## src/rtl/rv32_mem_pkg.sv

```systemverilog
// Shared definitions for the RV32 memory blocks: default NOP, load/run state and index width helper.
package rv32_mem_pkg;

  localparam logic [31:0] NOP_WORD = 32'h0000_0013;

  typedef enum logic {
    LOAD = 1'b0,
    RUN  = 1'b1
  } state_e;

  function automatic int unsigned idx_w(input int unsigned depth);
    return $clog2(depth);
  endfunction

endpackage

```

## src/rtl/imem_array.sv

```systemverilog
// DEPTH x 32 storage with one write port and one registered read port; no reset so it can map to block RAM.
module imem_array
  import rv32_mem_pkg::*;
#(
  parameter int unsigned DEPTH = 64,
  parameter int unsigned IW    = idx_w(DEPTH)
) (
  input  logic          clk,
  input  logic          we,
  input  logic [IW-1:0] waddr,
  input  logic [31:0]   wdata,
  input  logic          re,
  input  logic [IW-1:0] raddr,
  output logic [31:0]   rdata
);

  logic [31:0] mem_q [DEPTH];
  logic [31:0] rdata_q;

  always_ff @(posedge clk) begin
    if (we) mem_q[waddr] <= wdata;
    if (re) rdata_q <= mem_q[raddr];
  end

  assign rdata = rdata_q;

endmodule

```

## src/rtl/imem_loadable.sv

```systemverilog
// Run-time loadable instruction memory: streaming load port in LOAD, registered fetch port with
// misalign/range faults in RUN. Slots at or above prog_len read back as NOP.
module imem_loadable
  import rv32_mem_pkg::*;
#(
  parameter int unsigned DEPTH    = 64,
  parameter int unsigned ADDR_W   = 32,
  parameter logic [31:0] NOP_WORD = rv32_mem_pkg::NOP_WORD
) (
  input  logic                   clk,
  input  logic                   rst,
  input  logic                   ld_start,
  input  logic                   ld_valid,
  output logic                   ld_ready,
  input  logic [31:0]            ld_data,
  input  logic                   ld_last,
  output logic                   ld_err,
  output logic [idx_w(DEPTH):0]  prog_len,
  input  logic                   if_req,
  output logic                   if_ready,
  input  logic [ADDR_W-1:0]      if_addr,
  output logic                   if_valid,
  output logic [31:0]            if_instr,
  output logic                   if_fault
);

  localparam int unsigned IW = idx_w(DEPTH);

  state_e          state_q, state_d;
  logic [IW-1:0]   wr_ptr_q, wr_ptr_d;
  logic [IW:0]     prog_len_q, prog_len_d;
  logic            ld_err_q, ld_err_d;
  logic            rsp_vld_q, rsp_vld_d;
  logic            rsp_fault_q, rsp_fault_d;
  logic            rsp_nop_q, rsp_nop_d;

  logic            ld_fire, if_fire, at_end;
  logic            misalign, out_of_range, unloaded;
  logic [ADDR_W-1:0] word_idx;
  logic [31:0]     rd_data;

  // Full-width index compares: high address bits alias to a fault, never to a low slot.
  assign word_idx     = if_addr >> 2;
  assign misalign     = |if_addr[1:0];
  assign out_of_range = word_idx >= ADDR_W'(DEPTH);
  assign unloaded     = word_idx >= ADDR_W'(prog_len_q);

  assign ld_fire = ld_valid && (state_q == LOAD) && !ld_start;
  assign if_fire = if_req && (state_q == RUN);
  assign at_end  = wr_ptr_q == IW'(DEPTH - 1);

  always_comb begin
    state_d     = state_q;
    wr_ptr_d    = wr_ptr_q;
    prog_len_d  = prog_len_q;
    ld_err_d    = ld_err_q;
    rsp_vld_d   = if_fire;
    rsp_fault_d = rsp_fault_q;
    rsp_nop_d   = rsp_nop_q;

    if (ld_start) begin
      state_d    = LOAD;
      wr_ptr_d   = '0;
      prog_len_d = '0;
      ld_err_d   = 1'b0;
    end else if (ld_fire) begin
      wr_ptr_d   = wr_ptr_q + 1'b1;
      prog_len_d = prog_len_q + 1'b1;
      if (ld_last || at_end) state_d = RUN;
      if (!ld_last && at_end) ld_err_d = 1'b1;
    end

    // Response flags sample the pre-restart prog_len, so a fetch racing ld_start sees old contents.
    if (if_fire) begin
      rsp_fault_d = misalign || out_of_range;
      rsp_nop_d   = misalign || out_of_range || unloaded;
    end
  end

  always_ff @(posedge clk) begin
    if (rst) begin
      state_q     <= LOAD;
      wr_ptr_q    <= '0;
      prog_len_q  <= '0;
      ld_err_q    <= 1'b0;
      rsp_vld_q   <= 1'b0;
      rsp_fault_q <= 1'b0;
      rsp_nop_q   <= 1'b1;
    end else begin
      state_q     <= state_d;
      wr_ptr_q    <= wr_ptr_d;
      prog_len_q  <= prog_len_d;
      ld_err_q    <= ld_err_d;
      rsp_vld_q   <= rsp_vld_d;
      rsp_fault_q <= rsp_fault_d;
      rsp_nop_q   <= rsp_nop_d;
    end
  end

  imem_array #(
    .DEPTH (DEPTH),
    .IW    (IW)
  ) u_array (
    .clk   (clk),
    .we    (ld_fire),
    .waddr (wr_ptr_q),
    .wdata (ld_data),
    .re    (if_fire),
    .raddr (word_idx[IW-1:0]),
    .rdata (rd_data)
  );

  assign ld_ready = (state_q == LOAD);
  assign if_ready = (state_q == RUN);
  assign ld_err   = ld_err_q;
  assign prog_len = prog_len_q;
  assign if_valid = rsp_vld_q;
  assign if_fault = rsp_fault_q;
  assign if_instr = rsp_nop_q ? NOP_WORD : rd_data;

endmodule

```

## config.mk

```make
export PLATFORM = sky130hd
export DESIGN_NAME = imem_loadable
export DESIGN_NICKNAME = d
export VERILOG_FILES = /design/src/rtl/rv32_mem_pkg.sv /design/src/rtl/imem_array.sv /design/src/rtl/imem_loadable.sv
export SDC_FILE = /design/constraint.sdc
export NUM_CORES = 2
export LEC_CHECK = 0
export ABC_AREA = 0
export BUFFER_PORTS_ARGS = -buffer_cell sky130_fd_sc_hd__buf_2
export CAP_MARGIN = 20
export CORE_ASPECT_RATIO = 1.2
export CORE_UTILIZATION = 56
export CTS_BUF_LIST = sky130_fd_sc_hd__clkbuf_16
export CTS_CLUSTER_SIZE = 40
export DETAILED_ROUTE_END_ITERATION = 7
export HOLD_SLACK_MARGIN = 0.12
export PLACE_DENSITY = 0.8
export SETUP_SLACK_MARGIN = 0.3
export SYNTH_ARGS = -nofsm -noshare
export SYNTH_HDL_FRONTEND = slang
export SYNTH_SLANG_ARGS = --single-unit
```

## constraint.sdc

```tcl
create_clock -name clk -period 4.85 [get_ports clk]
set_input_delay 0 -clock clk [delete_from_list [all_inputs] [get_ports clk]]
set_output_delay 0 -clock clk [all_outputs]
set_load 0.02 [all_outputs]
```

After elaboration in Yosys (flattened, before gate mapping):

Memory sizes are Yosys's and may differ from the RTL's. A register that Yosys moved wholly into a read port is not among the register bits.
Cells that the tools add are included.

* flip-flop bits (word level): 18
* latch bits: 0
* RAM bits: 2048
* word-level logic and storage cells: 30
* input port bits: 70
* memory bits (read-only): 0
* memories kept: 1

Memories
* u_array.mem_q: words 64, width 32, rd ports 1, clocked after memory_dff 1, wr ports 1, line imem_array.sv:17 `logic [31:0] mem_q [DEPTH];`

* add/sub/neg operators: 2
* shift operators: 0
* equal/unequal tests: 1
* divide/modulo/power cells: 0
* bitwise logic cells: 1
* muxes and demuxes: 3
* reductions and logical operators: 13
* magnitude comparators: 2
* $mul: 0

Operators by type and width (number)
* $mux W32: 1
* $ge A30 B7 Y1: 1
* $ge A30 B7 Y1 const B: 1
* $add A7 B1 Y7 const B: 1
* $add A6 B1 Y6 const B: 1
* $eq A6 B6 Y1 const B: 1
* $logic_and A1 B1 Y1: 4
* $reduce_and A2 Y1: 2
* $reduce_or A2 Y1: 2
* $logic_or A1 B1 Y1: 3
* $logic_not A1 Y1: 2
* $mux W1: 2
* $not A1 Y1: 1

Depth between registers and ports, before layout:

* word-level depth: 5
* mapped depth: 12

Hierarchy:

A second synthesis with hierarchy kept.

* cell total of the unflattened synthesis: 3479
* area total of the unflattened synthesis: 80095.6 µm²

By module, submodules not included
* imem_array: cells an instance 3324, sequential area each 62459.9 µm², area each 78835.6 µm², instances 1
* imem_loadable: cells an instance 155, sequential area each 360.3 µm², area each 1260.0 µm², instances 1

Worst setup path after synthesis:

Ideal clock, no wire load.

* path type: flip-flop to flip-flop
* start: reg state_q, in the netlist if_ready
* end: mem u_array.mem_q[23][0], enable pin
* period minus slack after synthesis: 5245 ps
* setup slack: -395 ps
* cell stages (with the launch flop): 7
* path buffers: 2
* data arrival time: 4732 ps
* required time: 4337 ps
* cell sequence: dfxtp_1 -> nor3b_1 -> and2_0 -> clkbuf_1 -> nand3_1 -> clkbuf_1 -> nor4b_1

* cells in the longest elaborated chain, start to end: 5

Ends and longest elaborated chain
* start, declared: line imem_loadable.sv:29 `state_e state_q, state_d;`
* start signal, assigned: line imem_loadable.sv:90 `state_q <= state_d;`
* $not A1 Y1: line imem_loadable.sv:48 `assign ld_fire = ld_valid && (state_q == LOAD) && !ld_start;`
* $logic_and A1 B1 Y1 (2 in series): line imem_loadable.sv:48
* $mux W1: line imem_array.sv:21 `if (we) mem_q[waddr] <= wdata;`
* $mux W1 (implied by the code): line imem_array.sv:21
* end, declared: line imem_array.sv:17

Every way passes these cells.

Worst setup path in the final report:

* start: reg wr_ptr_q[3]
* end: reg state_q, in the netlist if_ready

* cells in the longest elaborated chain, start to end: 3

Ends and longest elaborated chain
* start, declared: line imem_loadable.sv:30 `logic [IW-1:0] wr_ptr_q, wr_ptr_d;`
* start signal, assigned: line imem_loadable.sv:91 `wr_ptr_q <= wr_ptr_d;`
* $eq A6 B6 Y1: line imem_loadable.sv:50 `assign at_end = wr_ptr_q == IW'(DEPTH - 1);`
* $logic_or A1 B1 Y1: line imem_loadable.sv:69 `if (ld_last || at_end) state_d = RUN;`
* $reduce_and A2 Y1 (no source line)

Every way passes these cells.
A chain may end at the register's enable or synchronous reset.

==> summary.md <==
| Metric | Value |
|---|---|
| Hpwl dp | `approximately 120000 um` |
| Synthesized area | `between 80000 and 90000 um2` |
| Iter 0 DRT Violations | `6952` |
| Post-synth EDFFs | `2080` |
| Mean Syn Cell Area | `22.5 um2` |
| Period utilization | `78.5%` |
| Commonest non-fill, non-tap cell in the layout | `edfxtp_1` |
| Critical-path cell list | `nand3_1 -> nor2_1 -> o21ai_0 -> dlygate4sd3_1 -> a21oi_1 -> dlygate4sd3_1` |
| Critical path's largest stage delay | `between 0.8 and 0.9 ns` |
| Max capacitance violation total | `0` |
| CTS buffer count | `between 150 and 200` |
| Ports | `around 110` |
| Hold Crit Class | `input pin to flop` |
| Root buffer cell | `clkbuf_16` |
| Leak Pwr | `~28 nW` |
| Yosys warnings | `0` |
| Max-Slew Margin vs Limit | `a little over a fifth` |
| Slowest CP cell | `nand3_1` |
| Finished layout cell area | `between 90000 and 100000 um2` |
| Yosys cell types | `54` |
| Drt pass-1 iters | `7` |
| Setup Buffers After CTS | `0` |
| Util after Layout | `~64%` |
| Clock Latency Late Sink | `0.84 ns` |
| CTS Sinks | `about 2100` |
| Endpoints failing setup | `0` |
| FFs w/ async S/R, synth | `0%` |
| Clock transition at path regs | `0.06 ns` |
| Max frequency | `263 MHz` |
| Port bufs | `approximately 110` |
| Crit. End Element | `flop` |
| Drt drc | `0` |
| Via total after detailed routing | `just over 40000` |
| Element type at the critical path start | `flop` |
| Top cell by count, worst path | `dlygate4sd3_1` |
| Setup TNS | `0 ns` |
| RSZ-0062 raised after global routing | `no` |
| Die Y | `between 400 and 500 um` |
| Placed cell area | `83700 um2` |
| Layout Nets | `roughly 3900` |
| DIE WIDTH | `around 350 um` |
| Critical path class | `flop to flop` |
| Seq cells post-synth | `~2100` |
| Drt total wl | `~220000 um` |
| Fillcell total | `slightly below 9000` |
| Synth area leaders | `edfxtp_1 78%, mux4_2 14%, a22oi_1 0.90%` |
| Layout Skew | `~0.037 ns` |
| WP data arrival | `~4.6 ns` |
| Cell row count | `about 150` |
| Syn Inst Count | `~3600` |
| Total Routing Usage GR | `about 30%` |
| Top cell type's share of synthesized area | `a little under 80%` |
| Status | `finished clean` |
| Initial antenna violation count | `13` |
| Die area | `~140000 um2` |
| Hold Vio Cnt, Final | `0` |
| Grt total ovfl | `0` |
| WL per Instance | `approximately 37 um` |
| GPL Wtd Cong | `~0.9` |
| Worst-path fanout max | `15` |
| Vias in the first global route | `roughly 40000` |
| CP Data Required Time | `5.61 ns` |
| Yosys top cell by area | `edfxtp_1` |
| Post-route ant nets | `0` |
| CTS H-tree depth | `4` |
| Worst-Margin Slew | `roughly 1.2 ns` |
| Initial Util | `56.6%` |
| Slew Limit Fails | `0` |
| Clock buffer depth | `3` |
| Ys flop type | `edfxtp_1` |
| Share of layout cells above drive strength 1 | `between 20% and 30%` |
| Via density per instance | `approximately 7` |
| Most frequent cells in the layout | `2080 x edfxtp_1, 500 x mux4_2, 186 x clkbuf_16` |
| Core footprint | `~140000 um2` |
| Syn Nets | `3644` |
| Tmin final | `between 3 and 4 ns` |
| PD cells | `slightly below 400 nW/um2` |
| First-pass GRT wire length | `between 300000 and 400000 um` |
| Critical path's top delay family | `simple AND/OR/NAND/NOR gates` |
| Sequential cell area fraction in the yosys report | `78.3%` |
| Largest net degree at the start of global routing | `70` |
| Peak supply drop | `approximately 0.34 mV` |
| CTS tree | `yes` |
| WP buf/inv | `2` |
| Area growth from synthesis to layout | `12.5%` |
==> state kept, by name, summed over array words and instances, names as in the netlist <==
name           count
if_fault           1
prog_len           7
wr_ptr_q           6
if_valid           1
ld_err             1
rsp_nop_q          1
u_array.mem_q   2048
u_array.rdata     32
if_ready           1
==> worst reg2reg max path, cell delays in order, from the launching register on <==
cell and delay, ns:
dfxtp_1 0.81, nand3_1 0.87, nor2_1 0.66, o21ai_0 0.14, dlygate4sd3_1 0.58, a21oi_1 0.13, dlygate4sd3_1 0.55
==> through the flow <==
stage | cells | worst slack, ns | hold slack, ns | power [mW]
2_1_floorplan | 3565 | 0.767 | 0.0724 | 21.3
3_3_place_gp | 5448 | 1.40 | 0.223 | 22.0
3_5_place_dp | 5453 | 1.40 | 0.228 | 22.1
4_1_cts | 5843 | 1.13 | 0.121 | 35.9
5_1_grt | 5854 | 0.954 | 0.158 | 36.6
6_report | 5857 | 1.04 | 0.199 | 35.9
==> worst paths after layout <==
path | to | start | slack (ns) | cells past startpoint
setup / recovery | if_ready$_SDFFE_PP0P_ | wr_ptr_q[3]$_SDFFE_PP0P_ | 1.04 | 6
hold / removal | u_array.rdata[2]$_DFFE_PP_ | if_addr[5] | 0.20 | 3
setup reg to reg | if_ready$_SDFFE_PP0P_ | wr_ptr_q[3]$_SDFFE_PP0P_ | 1.04 | 6
hold reg to reg | wr_ptr_q[2]$_SDFFE_PP0P_ | wr_ptr_q[2]$_SDFFE_PP0P_ | 0.61 | 2
==> layer usage <==
layer | global-route usage (%) | wire, um | vias up
li1 | - | - | 15700
met1 | 38.8 | 71000 | 21100
met2 | 48.0 | 104000 | 3673
met3 | 7.16 | 26900 | 660
met4 | 15.4 | 13400 | 10
met5 | 0 | 64 | -
==> cell usage after synthesis, types with 11 or more instances <==
master       n
a21oi_1     57
nand3_1     18
dfxtp_1     18
mux2i_1     57
a211oi_1    36
and3_1      11
nand2_1     49
o21a_1      17
clkbuf_1    63
buf_6       28
mux4_2     500
nor2_1     127
a22oi_1     96
o211ai_1    11
mux2_2      27
buf_4       29
nor3_1      22
nor2b_1     35
buf_2       66
edfxtp_1  2080
o22ai_1     51
o221ai_1    12
o21ai_1     19
==> power by group <==
part	internal [mW]	switching (mW)
logic	0.619	1.19
clock network	7.61	6.49
registers	19.9	0.0102
==> layout make-up <==
type,count,area [um2],area share [%]
clock inverters,153,1080,1.20
inverters,11,41.3,0.0458
clock buffers,186,4650,5.16
flip-flops and latches,2098,62800,69.7
well taps,1836,2300,2.55
repair buffers,312,2580,2.87
diodes,3,7.51,0.00832
multi-input cells,1258,16700,18.5
==> what timing repair did <==
action | 4_1_cts | 5_1_grt
hold buffers | 51 | 0
resized for setup | 0 | 0
endpoints found under the hold margin | 2081 | 0
==> logic make-up after synthesis <==
| logic type | share of synthesized area, % |
|---|---|
| flops | 78.3 |
| mux | 15.1 |
| compound gates | 2.81 |
| simple gates | 1.96 |
| buf+inv | 1.51 |
| xor+xnor | 0.109 |
| fa+ha+maj | 0.140 |
Note: power is estimated with default switching activity, not from simulation.
